### src/rtl/regfile_ctx_engine_pkg.sv
// rtl/regfile_ctx_engine_pkg.sv - shared defaults and state encoding for the context engine
package regfile_ctx_engine_pkg;

  localparam int DEF_ADDR_WIDTH = 5;
  localparam int DEF_DATA_WIDTH = 32;
  localparam int DEF_NREG       = 32;

  typedef enum logic [2:0] {
    ST_IDLE      = 3'd0,
    ST_SAVE_RD   = 3'd1,
    ST_SAVE_PUSH = 3'd2,
    ST_RESTORE   = 3'd3,
    ST_FIN       = 3'd4
  } state_t;

endpackage

### src/rtl/regfile_ctx_engine.sv
// rtl/regfile_ctx_engine.sv - register-file context save/restore engine
// Optional XOR checksum output enabled by CTX_CHECKSUM_EN.
module regfile_ctx_engine
  import regfile_ctx_engine_pkg::*;
#(
  parameter int ADDR_WIDTH = DEF_ADDR_WIDTH,
  parameter int DATA_WIDTH = DEF_DATA_WIDTH,
  parameter int NREG       = DEF_NREG
) (
  input  logic                  clk,
  input  logic                  rst_n,
  input  logic                  save_req,
  input  logic                  restore_req,
  output logic                  busy,
  output logic                  done,
  output logic [ADDR_WIDTH-1:0] rf_addr_a,
  input  logic [DATA_WIDTH-1:0] rf_data_a,
  output logic [ADDR_WIDTH-1:0] rf_addr_d,
  output logic [DATA_WIDTH-1:0] rf_d,
  output logic                  rf_wrt_en,
  output logic [DATA_WIDTH-1:0] out_data,
  output logic                  out_valid,
  input  logic                  out_ready,
  input  logic [DATA_WIDTH-1:0] in_data,
  input  logic                  in_valid,
  output logic                  in_ready
`ifdef CTX_CHECKSUM_EN
  ,output logic [DATA_WIDTH-1:0] checksum
`endif
);

  state_t                state;
  logic [ADDR_WIDTH-1:0] idx;
  logic                  last_idx;

  assign last_idx  = (idx == ADDR_WIDTH'(NREG - 1));
  assign busy      = (state != ST_IDLE);
  assign done      = (state == ST_FIN);
  assign in_ready  = (state == ST_RESTORE);
  assign rf_wrt_en = in_ready & in_valid;
  assign rf_addr_a = idx;
  assign rf_addr_d = idx;
  assign rf_d      = in_data;

  always_ff @(posedge clk) begin
    if (!rst_n) begin
      state     <= ST_IDLE;
      idx       <= '0;
      out_data  <= '0;
      out_valid <= 1'b0;
    end else begin
      case (state)
        ST_IDLE: begin
          if (save_req) begin
            state <= ST_SAVE_RD;
            idx   <= '0;
          end else if (restore_req) begin
            state <= ST_RESTORE;
            idx   <= '0;
          end
        end
        ST_SAVE_RD: begin
          out_data  <= rf_data_a;
          out_valid <= 1'b1;
          state     <= ST_SAVE_PUSH;
        end
        ST_SAVE_PUSH: begin
          // out_data is only reloaded in SAVE_RD, so it stays put while stalled
          if (out_ready) begin
            out_valid <= 1'b0;
            if (last_idx) begin
              state <= ST_FIN;
            end else begin
              idx   <= idx + 1'b1;
              state <= ST_SAVE_RD;
            end
          end
        end
        ST_RESTORE: begin
          if (in_valid) begin
            if (last_idx) state <= ST_FIN;
            else          idx   <= idx + 1'b1;
          end
        end
        ST_FIN:  state <= ST_IDLE;
        default: state <= ST_IDLE;
      endcase
    end
  end

`ifdef CTX_CHECKSUM_EN
  always_ff @(posedge clk) begin
    if (!rst_n) begin
      checksum <= '0;
    end else if (state == ST_IDLE && (save_req || restore_req)) begin
      checksum <= '0;
    end else if (state == ST_SAVE_PUSH && out_valid && out_ready) begin
      checksum <= checksum ^ out_data;
    end else if (state == ST_RESTORE && in_valid) begin
      checksum <= checksum ^ in_data;
    end
  end
`endif

endmodule

### config.mk
export PLATFORM = sky130hd
export DESIGN_NAME = regfile_ctx_engine
export DESIGN_NICKNAME = d
export VERILOG_FILES = /design/src/rtl/regfile_ctx_engine_pkg.sv /design/src/rtl/regfile_ctx_engine.sv
export SDC_FILE = /design/constraint.sdc
export NUM_CORES = 1
export LEC_CHECK = 0
export BUFFER_PORTS_ARGS = -buffer_cell sky130_fd_sc_hd__buf_2
export CAP_MARGIN = 20
export CORE_MARGIN = 8
export CORE_UTILIZATION = 29
export CTS_BUF_LIST = sky130_fd_sc_hd__clkbuf_16
export CTS_CLUSTER_DIAMETER = 150
export DETAILED_ROUTE_END_ITERATION = 16
export GPL_TIMING_DRIVEN = 0
export SKIP_LAST_GASP = 1
export SLEW_MARGIN = 20
export SYNTH_ARGS = -nofsm -noshare
export SYNTH_HDL_FRONTEND = slang
export SYNTH_SLANG_ARGS = --single-unit
### constraint.sdc
create_clock -name clk -period 3.2 [get_ports clk]
set_clock_uncertainty 0.05 [all_clocks]
set_input_delay 0.32 -clock clk [delete_from_list [all_inputs] [get_ports clk]]
set_output_delay 0.32 -clock clk [all_outputs]
set_load 0.01 [all_outputs]
# == Word level (Yosys, flattened, before mapping) ==
# Cells that the tools add are included.
# Widths: inputs -> output; s select.
# classes
add_sub_neg,1
eq_ne,9
n_mux,15
n_bitwise,1
reduce_logical,7
# ops
cell,n
$mux 5,5
$mux 3,6
$pmux 5 s3,1
$pmux 3 s4,1
$reduce_and 4->1,2
$eq 3x2->1 const B,2
$reduce_bool 3->1,2
$add 5x1->5 const B,1
$eq 5x5->1 const B,1
$ne 2x2->1 const B,2
$eq 3x1->1 const B,1
$eq 3x3->1 const B,1
$logic_not 3->1,1
$ne 3x3->1 const B,1
$ne 2x1->1 const B,1
$pmux 1 s2,1
$reduce_and 2->1,1
$reduce_bool 2->1,1
$and 1x1->1,1
$mux 1,1
# word_totals
ff_bits,41
input_bits,70
output_inout_bits,79
word_cells,37

# == Depth between registers and ports, before layout ==
# Gate-level depths: netlist (run 1).
# logic_depth
ltp_word,4
mapped_depth,6
ltp_nobuf,6

# == Worst setup path after synthesis (run 1) ==
# No wires, ideal clock.
# synth_timing
path_type,flip-flop to flip-flop
from,"reg idx[0], in the netlist rf_addr_a[0]"
to,reg state[0]
setup_time_ns,0.117
arrival_time_ns,1.393
t_required_ns,3.033
setup_slack_ns,1.640
stages_incl_launch_ff,7
path_buffers,0
synth_period_minus_slack_ns,1.560
path_cell_list,dfxtp_1 ha_1 and3_1 ha_1 o21ai_0 a21o_1 and4b_1
# synth_via
elab_chain_len,4
elab_cells_between_ends,6
classes_between,eq/ne: 2; mux: 3; reduce/logical: 1
# synth_lines
item,line_no,source
from (decl),regfile_ctx_engine.sv:33,logic [ADDR_WIDTH-1:0] idx;
from (signal assigned),regfile_ctx_engine.sv:74,idx <= idx + 1'b1;
from (signal assigned),regfile_ctx_engine.sv:82,else idx <= idx + 1'b1;
$eq 5x5->1 (*),regfile_ctx_engine.sv:36,assign last_idx = (idx == ADDR_WIDTH'(NREG - 1));
$mux 3,regfile_ctx_engine.sv:71,if (last_idx) begin
$mux 3,regfile_ctx_engine.sv:69,if (out_ready) begin
$pmux 3 s4,regfile_ctx_engine.sv:52,case (state)
to (signal assigned),regfile_ctx_engine.sv:55,state <= ST_SAVE_RD;
to (signal assigned),regfile_ctx_engine.sv:72,state <= ST_FIN;
to (signal assigned),regfile_ctx_engine.sv:75,state <= ST_SAVE_RD;
to (decl),regfile_ctx_engine.sv:32,state_t state;
# Mark *: on every way between the ends. The rest lies on a longest branch, timed or not. The select of a mux whose other input is x is not followed.
# A chain may end at the register's enable or synchronous reset.

# == Worst setup path in the final report (run 1) ==
# Same ends and word-level chain as after synthesis.

==> results.py, run 1 <==
metrics = {
    "clock_network": {
        "clkTransAtPathRegs_ps": 60,
        "cts_resized": 0,
        "cts_inserted_buffers": 5,
        "cts_hold_buf": 0,
        "cts_num_sinks": 41,
        "root_buffer": "clkbuf_16",
        "post_cts_buffers": 0,
        "clock_latency_ps": 280,
        "cts_max_level": 2,
        "cts_tree": "built",
        "cts_buffer_depth": 2,
    },
    "critical_path": {
        "path_delay_family": "adder cells",
        "cp-start-kind": "flop",
        "critPathRequiredTime_ps": 3320,
        "crit_chain": "ha_1 -> and3_1 -> ha_1 -> o21ai_0 -> a21o_1 -> and4b_1",
        "cp.arrival_ps": 1750,
        "reg2reg_from": "rf_addr_a[0]$_SDFFE_PN0P_",
        "crit_buf_inv": 0,
        "critPathLaunch": "rf_addr_a[0]$_SDFFE_PN0P_",
        "slowest_delay_ps": 400,
        "endpoint_kind": "flop",
        "crit_slowest_cell": "dfxtp_1",
        "worstPathMaxFanout": 6,
        "path_common_cell": "ha_1",
        "crit_type": "reg -> reg",
    },
    "detailed_routing": {
        "vias": 1931,
        "drt-vias-per-instance": 4.34,
        "routed.top_layer": "met4",
        "drc_errors": 0,
        "drt_wl_total_mm": 5.80,
        "wl_per_cell_um": 13.0,
        "wl_met2_mm": 2.68,
        "ant_nets": 0,
        "dr.pass1.iters": 4,
        "drtIter0Drc": 24,
        "dr_wl_met3_um": 582,
        "met1Wirelength_mm": 2.49,
    },
    "synthesis": {
        "postSynthCellCount": 241,
        "yosysWarnings": 0,
        "ys_top_cells_by_count": "75 x nand2_1, 41 x dfxtp_1, 38 x buf_4",
        "synthesis.area_um2": 1990,
        "syn_nets": 313,
        "ys_types": 33,
        "yosys.area.top_type": "dfxtp_1",
        "synth_area_leaders": "dfxtp_1 41%, buf_4 14%, nand2_1 14%",
        "synth-main-ff-cell": "dfxtp_1",
        "netlist.area_leader.share_pct": 41.2,
        "postSynthAreaPerCell_um2": 8.28,
        "synth_edf_count": 0,
        "synth-seq-cells": 41,
        "async_flop_share_pct": 0,
        "ys_seq_area_share_pct": 41.2,
        "yosysMostFrequentCell": "nand2_1",
    },
    "cells_and_area": {
        "drive_gt1_share_pct": 47.7,
        "fin_area_um2": 2810,
        "seq_area_um2": 821,
        "multi_input_area_um2": 823,
        "diodes": 0,
        "syn_to_final_growth_pct": 41.1,
        "final_net_count": 436,
        "nFillCells": 711,
    },
    "floorplan": {
        "pin_count": 149,
        "die_w_um": 98.9,
        "rows": 30,
        "die_h_um": 98.9,
        "dieArea_um2": 9790,
        "core-area_um2": 6720,
        "initial_core_util_pct": 29.7,
    },
    "worst_hold_path": {
        "hold_path.startpoint": "rf_data_a[28]",
        "hp-class": "in -> reg",
    },
    "global_routing": {
        "antenna_found_initial": 0,
        "grt_pass1_vias": 2007,
        "overflow": 0,
        "grt_start_max_net_pins": 13,
        "grt_pass1_wl_mm": 9.40,
        "grt_usage_pct": 11.6,
    },
    "timing": {
        "min_period_over_period_pct": 50.8,
        "worstMarginPinSlew_ps": 468,
        "slew_violations": 0,
        "setup_violations": 0,
        "finalHoldViolCount": 0,
        "rsz0062_at_grt": "no",
        "max_freq_ghz": 0.615,
        "relSlewSlack_pct": 68.8,
        "period_minus_slack_ps": 1630,
        "tns_ps": 0,
    },
    "pwr": {
        "p_leak_nw": 1.41,
        "peakVddDrop_uv": 214,
        "power.density_nw_per_um2": 479,
    },
    "outcome": {
        "status": "completed",
    },
    "placed_design": {
        "dpl.hpwl_mm": 4.67,
        "port_buffers": 116,
        "post_dp_cell_area_um2": 2680,
        "gp_congestion": 0.770,
    },
    "run": {
        "cap_violations": 0,
    },
}
-- kinds of logic after synthesis --
kind of cell / synth area share, %
mux: 1.51
simple gates: 20.8
fa+ha+maj: 1.25
buf+inv: 17.6
flops: 41.2
compound gates: 17.7
-- registers in the layout (all words and copies together) (netlist names) --
name / cells
out_data: 32
rf_addr_a: 5
state: 3
out_valid: 1
-- layout make-up --
| cell class | count | share of cell area, % |
|---|---|---|
| Clock buffer | 5 | 4.45 |
| Inverter | 4 | 0.534 |
| Sequential cell | 41 | 29.2 |
| Timing Repair Buffer | 116 | 20.6 |
| Clock inverter | 3 | 0.489 |
| Multi-Input combinational cell | 147 | 29.3 |
| Tap cell | 80 | 3.56 |
| Buffer | 49 | 11.9 |
-- worst register-to-register path, delay by kind of cell, from the launching register on --
kind	cells	cell delay, ps
compound gates	2	300
fa+ha+maj	2	420
simple gates	2	340
flops	1	400
-- layer usage --
metal / GRT usage (%) / vias up
met5: 0 / -
met4: 3.19 / 0
met3: 5.07 / 5
met2: 20.3 / 87
met1: 12.4 / 845
li1: - / 994
-- path summary, 6_finish.rpt --
check / end / slack [ps] / cells after the start
worst max register to register: state[0]$_SDFFE_PN0P_ / 1570 / 6
worst max-delay path: state[0]$_SDFFE_PN0P_ / 1570 / 6
worst min-delay path: out_data[28]$_SDFFE_PN0P_ / 220 / 3
worst min register to register: out_data[3]$_SDFFE_PN0P_ / 400 / 2
-- report_power, final --
part	leakage [nW]	total, mW	internal [mW]	switching (mW)
clock	0.0748	0.476	0.283	0.193
sequential	0.334	0.567	0.549	0.0181
combinational	1.00	0.306	0.140	0.166
-- stage by stage --
stage          setup WS (ps)  hold slack [ps]  util (%)  total power [mW]  cells
2_1_floorplan           1640              405         -             0.768    241
3_3_place_gp            1580              389      39.8             0.888    437
3_5_place_dp            1560              392      39.8             0.892    437
4_1_cts                 1550              217      41.9              1.38    445
5_1_grt                 1440              221      41.9              1.44    445
6_report                1570              222      41.9              1.35    445
-- layout by cell type, fill, tap and decap left out, types with 4 or more instances in the layout --
master,count
a21boi_0,22
a21boi_1,10
buf_2,123
buf_4,38
clkbuf_1,4
clkbuf_16,5
dfxtp_1,41
inv_1,4
nand2_1,75
nor2_1,6
o21ai_0,4
(Power assumes the default switching activity.)
==> run 2, diff against run 1 <==
==> constraint.sdc (replaced) <==
create_clock -name clk -period 1.5 [get_ports clk]
set_clock_uncertainty 0.05 [all_clocks]
set_input_delay 0.15 -clock clk [delete_from_list [all_inputs] [get_ports clk]]
set_output_delay 0.15 -clock clk [all_outputs]
set_load 0.01 [all_outputs]
==> run 2 against run 1 <==
Worst setup slack lost 1500 ps. Combinational power is 130% higher. Non-clock buffer count rose by 4. Global-route usage is 0.053 points higher. First-iteration DRC count rose by 58%. Final area rose by 5.3%. Cell count increased by 0.67%. Sequential power up 110%. Power is 130% higher. Flip-flop and latch count did not move. Core utilization is 2.2 points higher. Hold slack lost 170 ps.
==> results.py, run 2 (synthesis results as in run 1) <==
metrics = {
    "placed_design": {
        "port_buffers": 116,
        "place_worst_setup_slack_ps": -80.3,
        "dp_cells": 437,
        "dpl.hpwl_mm": 4.62,
        "gp_congestion": 0.750,
    },
    "cells_and_area": {
        "largest_reg_flops": 32,
        "final_net_count": 440,
        "fin_cells": 448,
        "final_cell_mix": "117 x buf_2, 75 x nand2_1, 45 x buf_4",
        "nFillCells": 691,
        "final_common_cell": "buf_2",
        "largest_register": "out_data",
        "utilization_pct": 44.1,
        "diodes": 0,
        "drive_gt1_share_pct": 51.4,
        "seq_area_um2": 830,
        "multi_input_area_um2": 898,
        "syn_to_final_growth_pct": 48.6,
    },
    "detailed_routing": {
        "met1Wirelength_mm": 2.40,
        "dr.pass1.iters": 4,
        "dr_wl_met3_um": 653,
        "drtIter0Drc": 38,
        "wl_met2_mm": 2.73,
        "routed.top_layer": "met4",
        "wl_per_cell_um": 13.0,
        "drc_errors": 0,
        "drt-vias-per-instance": 4.37,
        "ant_nets": 0,
        "drt_wl_total_mm": 5.83,
        "vias": 1957,
    },
    "run": {
        "cap_violations": 0,
    },
    "critical_path": {
        "crit_buf_inv": 2,
        "critPathRequiredTime_ps": 1640,
        "slowest_delay_ps": 360,
        "crit_type": "reg -> reg",
        "cp.arrival_ps": 1580,
        "cp.depth": 5,
        "worstPathMaxFanout": 10,
        "path_delay_family": "compound AO/OA/AOI/OAI gates",
        "crit_chain": "buf_4 -> inv_2 -> nor3b_4 -> o2111ai_4 -> o32ai_2",
        "r2r_cells": 5,
        "crit_slowest_cell": "dfxtp_1",
        "endpoint_kind": "flop",
        "cp-start-kind": "flop",
    },
    "floorplan": {
        "pin_count": 149,
        "die_w_um": 98.9,
        "die_h_um": 98.9,
        "rows": 30,
        "core-area_um2": 6720,
        "dieArea_um2": 9790,
        "initial_core_util_pct": 29.7,
    },
    "pwr": {
        "power.density_nw_per_um2": 1050,
        "p_leak_nw": 1.45,
        "peakVddDrop_uv": 655,
        "power.total_mw": 3.10,
    },
    "timing": {
        "max_freq_ghz": 0.693,
        "setup_violations": 0,
        "slew_violations": 0,
        "rsz0062_at_grt": "yes",
        "worstMarginPinSlew_ps": 429,
        "relSlewSlack_pct": 71.4,
        "period_minus_slack_ps": 1440,
        "tns_ps": 0,
        "min_period_over_period_pct": 96.2,
        "finalHoldViolCount": 0,
        "timing.final.ws_setup_ps": 57.1,
    },
    "global_routing": {
        "grt_start_max_net_pins": 13,
        "grt_usage_pct": 11.7,
        "grt_pass1_vias": 1967,
        "antenna_found_initial": 0,
        "grt_pass1_wl_mm": 9.43,
        "overflow": 0,
    },
    "clock_network": {
        "clkTransAtPathRegs_ps": 60,
        "cts_tree": "built",
        "cts_num_sinks": 41,
        "cts_buffer_depth": 2,
        "root_buffer": "clkbuf_16",
        "cts_max_level": 2,
        "cts_inserted_buffers": 5,
        "clock_latency_ps": 280,
    },
    "worst_hold_path": {
        "hp-class": "in -> reg",
        "hold_depth": 3,
    },
    "outcome": {
        "status": "completed",
    },
}
[run 2: cell count changes in the layout (fill, tap and decap cells not counted), moves of 3 or more]
cell | previous run | this run
o21ai_0 | 4 | 1
o21ai_1 | 0 | 3
buf_2 | 123 | 117
clkbuf_4 | 0 | 3
buf_4 | 38 | 45
dfxtp_1 | 41 | 38
[run 2: final cells by class]
cell class,instances,share of cell area (%)
Buffer,49,11.8
Clock buffer,5,4.22
Clock inverter,2,1.18
Inverter,4,0.507
Multi-Input combinational cell,147,30.3
Sequential cell,41,28.0
Tap cell,80,3.38
Timing Repair Buffer,120,20.6
[run 2: worst register-to-register path, cell delays in order (launching register included)]
cell       delay, ps
dfxtp_1          360
buf_4            200
inv_2             70
nor3b_4          270
o2111ai_4        190
o32ai_2          220
[run 2: routing by layer]
layer  vias to the layer above  GRT usage (%)
li1                       1008              -
met1                       846           12.8
met2                        98           19.4
met3                         5           5.85
met4                         0           3.19
met5                         -              0
[run 2: timing repair]
action	CTS	global route
gates resized for setup	6	22
hold buffers	0	0
pin swaps	0	2
endpoints found under the setup margin	7	39
buffers inserted	0	4
[run 2: power breakdown]
| group | switching [mW] | total (mW) | internal, mW |
|---|---|---|---|
| clock network | 0.413 | 1.19 | 0.772 |
| registers | 0.0399 | 1.21 | 1.17 |
| logic | 0.372 | 0.704 | 0.332 |
| total | 0.825 | 3.10 | 2.27 |
[run 2: worst paths after layout]
kind | end | from | slack [ps]
worst max register to register | rf_addr_a[3]$_SDFFE_PN0P_ | state[1]$_SDFFE_PN0P_ | 60
worst min register to register | out_data[20]$_SDFFE_PN0P_ | out_data[20]$_SDFFE_PN0P_ | 400
worst min-delay path | out_data[3]$_SDFFE_PN0P_ | rf_data_a[3] | 50
worst max-delay path | rf_addr_a[3]$_SDFFE_PN0P_ | state[1]$_SDFFE_PN0P_ | 60
[run 2: through the flow]
stage	area (um^2)	hold slack (ps)
2_1_floorplan	2000	235
3_3_place_gp	2680	340
3_5_place_dp	2680	348
4_1_cts	2870	48.6
5_1_grt	2960	57.0
6_report	2960	53.8
